### config.mk
export PLATFORM = sky130hd
export DESIGN_NAME = bf16_dot_seq
export DESIGN_NICKNAME = d
export VERILOG_FILES = /design/src/rtl/bf16_dot_seq.sv
export SDC_FILE = /design/constraint.sdc
export NUM_CORES = 1
export LEC_CHECK = 0
export BUFFER_PORTS_ARGS = -buffer_cell sky130_fd_sc_hd__buf_2
export CORE_MARGIN = 4
export CORE_UTILIZATION = 30
export CTS_BUF_LIST = sky130_fd_sc_hd__clkbuf_4 sky130_fd_sc_hd__clkbuf_8 sky130_fd_sc_hd__clkbuf_16
export DETAILED_ROUTE_END_ITERATION = 8
export SYNTH_ARGS = -nofsm -noshare
export SYNTH_HDL_FRONTEND = slang
export SYNTH_SLANG_ARGS = --single-unit
### constraint.sdc
create_clock -name clk -period 2.6 [get_ports clk]
set_clock_uncertainty 0.2 [all_clocks]
set_input_delay 0.13 -clock clk [delete_from_list [all_inputs] [get_ports clk]]
set_output_delay 0.13 -clock clk [all_outputs]
set_load 0.05 [all_outputs]
### src/rtl/bf16_dot_seq.sv
// bf16_dot_seq: sequences bf16 pairs through an external FMA into a running accumulator.
// Define BF16_DOT_ZERO_SKIP_EN to skip pairs whose product is zero (adds skip_pulse).
module bf16_dot_seq #(
  parameter int FMA_LATENCY = 0,
  parameter int CNT_W = 4
) (
  input  logic        clk,
  input  logic        reset,
  input  logic        start,
  input  logic [15:0] init_acc,
  input  logic        in_valid,
  output logic        in_ready,
  input  logic [15:0] in_a,
  input  logic [15:0] in_b,
  input  logic        in_last,
  output logic [15:0] fma_operand_a,
  output logic [15:0] fma_operand_b,
  output logic [15:0] fma_operand_c,
  input  logic [15:0] fma_result,
  input  logic [3:0]  fma_flags,
  output logic        out_valid,
  input  logic        out_ready,
  output logic [15:0] out_result,
  output logic [3:0]  out_flags,
`ifdef BF16_DOT_ZERO_SKIP_EN
  output logic        skip_pulse,
`endif
  output logic        busy
);
  typedef enum logic [1:0] {IDLE, FEED, EXEC, DONE} state_t;
  state_t state, state_nx;
  logic [15:0] acc;
  logic [CNT_W-1:0] cnt;
  logic last_q, fire, cap, skip;
  assign in_ready = state == FEED;
  assign out_valid = state == DONE;
  assign busy = state != IDLE;
  assign out_result = acc;
  assign fire = in_valid && in_ready;
  assign cap = state == EXEC && cnt == CNT_W'(FMA_LATENCY);
`ifdef BF16_DOT_ZERO_SKIP_EN
  // A zero/subnormal exponent means the product is flushed to zero, so the FMA would return acc.
  assign skip = fire && (in_a[14:7] == 8'd0 || in_b[14:7] == 8'd0);
  always_ff @(posedge clk)
    skip_pulse <= reset ? 1'b0 : skip;
`else
  assign skip = 1'b0;
`endif
  always_ff @(posedge clk)
    state <= reset ? IDLE : state_nx;
  always_comb begin
    state_nx = state;
    case (state)
      IDLE: state_nx = start ? FEED : IDLE;
      FEED: state_nx = !fire ? FEED : !skip ? EXEC : in_last ? DONE : FEED;
      EXEC: state_nx = !cap ? EXEC : last_q ? DONE : FEED;
      DONE: state_nx = out_ready ? IDLE : DONE;
      default: state_nx = IDLE;
    endcase
  end
  always_ff @(posedge clk) begin
    if (reset) begin
      acc <= '0;
      out_flags <= '0;
      fma_operand_a <= '0;
      fma_operand_b <= '0;
      fma_operand_c <= '0;
      cnt <= '0;
      last_q <= 1'b0;
    end else begin
      if (state == IDLE && start) begin
        acc <= init_acc;
        out_flags <= '0;
      end
      if (fire && !skip) begin
        fma_operand_a <= in_a;
        fma_operand_b <= in_b;
        fma_operand_c <= acc;
        last_q <= in_last;
        cnt <= '0;
      end
      if (cap) begin
        acc <= fma_result;
        out_flags <= out_flags | fma_flags;
      end else if (state == EXEC) begin
        cnt <= cnt + 1'b1;
      end
    end
  end
endmodule

# Word level (Yosys, flattened, before mapping)
# Index checks and enable logic that the tools add are counted.
[totals]
reg_bits = 75
input_bits = 74
output_inout_bits = 71
elab_cells = 33
[classes]
n_addsub = 1
eq_ne = 3
muxes = 13
bitwise = 1
reduce_logical = 7
[ops]
columns = ["cell", "n"]
rows = [
  ["$mux W16", 2],
  ["$mux W4", 5],
  ["$mux W2", 4],
  ["$pmux W2 S4", 1],
  ["$add A4 B1 Y4 const B", 1],
  ["$eq A2 B2 Y1 const B", 2],
  ["$logic_not A4 Y1", 1],
  ["$or A4 B4 Y4", 1],
  ["$reduce_bool A2 Y1", 2],
  ["$logic_and A1 B1 Y1", 3],
  ["$eq A2 B1 Y1 const B", 1],
  ["$logic_not A2 Y1", 1],
  ["$mux W1", 1],
]

# Logic depth before layout (Yosys ltp)
[logic_depth]
depth_word = 5
depth_mapped = 7
mapped_depth_nobuf = 5

# Least setup slack after synthesis
# Ideal clock, no wire load.
[synth_timing]
kind = "register to register"
startpoint = "register cnt[0]"
endpoint = "register acc[10] (netlist: out_result[10])"
setup_ns = 0.138
arrival_time_ns = 1.341
t_required_ns = 2.262
path_slack_ns = 0.921
path_stages_with_launch = 8
path_buffers = 2
synth_period_minus_slack_ns = 1.679
cell_sequence = "dfxtp_1 -> inv_1 -> ha_1 -> or3b_1 -> buf_4 -> buf_6 -> nor3_1 -> a311oi_1"
[synth_between]
elab_chain_len = 3
[synth_rtl]
columns = ["item", "line", "source"]
rows = [
  ["start, declared", "33", "logic [CNT_W-1:0] cnt;"],
  ["start signal, assigned", "86", "cnt <= cnt + 1'b1;"],
  ["$logic_not A4 Y1 (*)", "40", "assign cap = state == EXEC && cnt == CNT_W'(FMA_LATENCY);"],
  ["$logic_and A1 B1 Y1 (*)", "40", ""],
  ["$mux W16 / $reduce_bool A2 Y1 (equally long branches)", "--", ""],
  ["end signal, assigned", "72", "acc <= init_acc;"],
  ["end signal, assigned", "83", "acc <= fma_result;"],
  ["end, declared", "32", "logic [15:0] acc;"],
]
# Every way passes the cells marked *; elsewhere a longest branch is shown, timed or not.
# A chain may end at the register's enable or synchronous reset.

# Final worst setup path
[layout_timing]
startpoint = "register state[1]"
endpoint = "register acc[1] (netlist: out_result[1])"
[layout_between]
elab_chain_len = 3
[layout_rtl]
columns = ["item", "line", "source"]
rows = [
  ["start, declared", "31", "state_t state, state_nx;"],
  ["start signal, assigned", "50", "state <= reset ? IDLE : state_nx;"],
  ["$eq A2 B2 Y1 / $logic_not A2 Y1 (equally long branches)", "40, 71", ""],
  ["$logic_and A1 B1 Y1 (on tied branches)", "40, 71", ""],
  ["$mux W16 / $reduce_bool A2 Y1 (equally long branches)", "--", ""],
]
# Parallel ways exist; a longest one is shown, timed or not.

==> impl_metrics.yaml <==
cells_and_area:
  fin_nets: 645
  syn_to_final_growth_pct: 59.3
  final_cell_mix: "buf_2, nand2_1, dfxtp_1, dlygate4sd3_1, a21oi_1"
  final_common_cell: "buf_2"
  drive_above_1_share_pct: 31.7
  diodes: 0
sta:
  slew-limit-headroom_pct: 51.3
  fin_crit_ns: 2.39
  tightestPinTransition_ns: 0.729
  rsz0062_at_grt: "false"
  whs_ns: 0.0545
  tns_ns: 0
  slew_violations: 0
  fin_crit_sh_pct: 91.8
  max_freq_mhz: 419
  fin_ws_ns: 0.213
  finalSetupViolCount: 0
  hold_violations: 0
pwr:
  seqPwrFrac_pct: 40.6
  leakagePower_nw: 2.10
  p_sw_uw: 936
  finalPower_mw: 3.12
  power.density_nw_per_um2: 651
  pwr-share-clk_pct: 36.5
  ir_worst_vdd_mv: 0.298
  p_sw_share_pct: 30.0
  p_int_mw: 2.19
  combPwrFrac_pct: 22.9
place:
  portBuffers: 144
  dp_hpwl_um: 6110
  gp_congestion: 0.772
  pre_cts_ws_ns: 0.607
synth:
  muxShareOfSynthArea_pct: 0
  synth_top_family_by_area: "simple AND/OR/NAND/NOR gates"
  yosysWarnings: 0
  synthSimpleGateAreaFrac_pct: 25.2
  netlist.area_leader.share_pct: 49.8
  synthCells: 365
  synth-compound-area-share_pct: 17.7
  synth_fa_ha_area_share_pct: 0.830
  synth_edf_count: 0
  async_reset_ff_share_pct: 0
  syn_area_per_cell_sq_um: 8.26
  synthTopCellsByArea: "dfxtp_1, nand2_1, a21oi_1"
  synth-seq-cells: 75
  yosysUniqueCellTypes: 31
  syn_area_sq_um: 3010
  yosysTopAreaCell: "dfxtp_1"
  syn_nets: 441
  synth_xor_area_share_pct: 0
  ys_seq_area_share_pct: 49.8
  synthFlopType: "dfxtp_1"
global_routing:
  grt_start_max_net_pins: 76
  grt_pass1_vias: 3343
  gr-total-overflow: 0
  grt_pass1_wl_um: 15700
  grt.total_usage_pct: 16.9
  antenna_found_initial: 0
setup_path:
  worstSetupPathType: "register to register"
  worstPathMaxFanout: 17
  required_ns: 2.69
  reg2reg_from: "state[1]"
  r2r_end: "out_result[1]"
  end_kind: "register"
  ff2ff_path_depth: 4
  rrSetupSlack_ns: 0.21
  cp-start-kind: "register"
  cp.arrival_ns: 2.47
floorplan:
  fp.dieW_um: 108
  start_util_pct: 30.8
  io_pins: 145
  core_area_sq_um: 9770
  rows: 36
  die_y_um: 108
  fp.dieArea_sq_um: 11700
clock_tree:
  clockBufferDepth: 2
  clock_latency_ns: 0.34
  clock_sinks: 75
  h-tree-depth: 3
  cts_buffers: 9
  clkTransAtPathRegs_ns: 0.08
  root_buffer: "clkbuf_8"
  cts_tree: "yes"
job:
  maxCapViolCount: 0
outcome:
  outcome: "complete, no violations"
detailed_routing:
  wirelength_um: 9900
  route.detailed.drc: 0
  dr_total_vias: 3277
  wl_per_cell_um: 14.0
  drt_iter0_drc: 227
  final_antenna_net_count: 0
  viasPerCell: 4.64
  dr.pass1.iters: 4
min_path:
  min_path_cells: 4
  hold_end: "state[0]"
  hp-class: "input pin to register"
  hp-start: "out_ready"
critical path, stage by stage (launching register included):
cell and delay [ns]:
dfxtp_1 0.57, and2b_1 0.43, nand2_4 0.25, a311oi_1 0.29
dlygate4sd3_1 0.58
metal layers:
metal | vias up | part of all wire (%) | GRT usage [%]
met5 | - | 0 | 0
met4 | 0 | 1.5 | 6.22
met3 | 15 | 8.8 | 5.19
met2 | 128 | 47 | 29.0
met1 | 1495 | 43 | 20.0
li1 | 1639 | - | -
area by class of cell:
class                      instances  area (sq um)
multi-input combinational        255          1320
clock buffer                      12           165
clock inverter                     4          95.1
inverter                           5          18.8
fill                             943          4970
timing repair buffer             223          1530
tap                              133           166
sequential                        75          1500
Yosys cell counts (all sizes together), types with 2 or more instances:
library cell and number:
nand2 132, nor3 16, a311oi 17, a32oi 4, clkbuf 9, o211ai 3
a211oi 2, inv 5, buf 21, a21oi 53, nand3 3, dfxtp 75
or3b 2, o21ai 2, nor2 7, nor3b 2, nor2b 2, ha 2
kinds of logic after synthesis:
logic type / Yosys count
buffers and inverters: 35
and+or+nand+nor: 171
DFF: 75
AOI/OAI and AO/OA: 82
adders and majority gates: 2
state kept, by name (all words and copies together) (netlist names):
signal         count
fma_operand_c     16
cnt                4
out_result        16
out_flags          4
fma_operand_b     16
last_q             1
state              2
fma_operand_a     16
stage by stage:
stage          cells  utilization (%)  cell area [sq um]
2_1_floorplan    365                -               3010
3_3_place_gp     616             38.8               3790
3_5_place_dp     616             38.8               3790
4_1_cts          704             48.9               4780
5_1_grt          707             49.1               4800
6_report         707             49.1               4800
repair_timing:
| action | in CTS | in global routing |
|---|---|---|
| resized for setup | 0 | 3 |
| buffers inserted | 0 | 3 |
| setup endpoints to repair | 0 | 17 |
| hold buffers | 72 | 0 |
| hold endpoints to repair | 55 | 0 |
worst max-delay path by stage:
stage,slack (ns),end,start,cells after the start
2_1_floorplan,0.92,out_result[10],cnt[0],7
3_3_place_gp,0.67,out_result[6],state[1],3
3_5_place_dp,0.61,out_result[5],state[1],3
4_1_cts,0.07,out_result[5],state[1],4
5_1_grt,0.01,out_result[0],state[1],4
6_report,0.21,out_result[1],state[1],4
power by group through the flow:
stage | Clock (mW) | Sequential (mW) | Combinational [mW]
floorplan | 0 | 1.50 | 0.231
global placement | 0 | 1.29 | 0.607
detailed placement | 0 | 1.29 | 0.611
CTS | 1.17 | 1.27 | 0.716
global route | 1.23 | 1.28 | 0.769
finish | 1.14 | 1.27 | 0.717
Note: power is estimated with default switching activity, not from simulation.
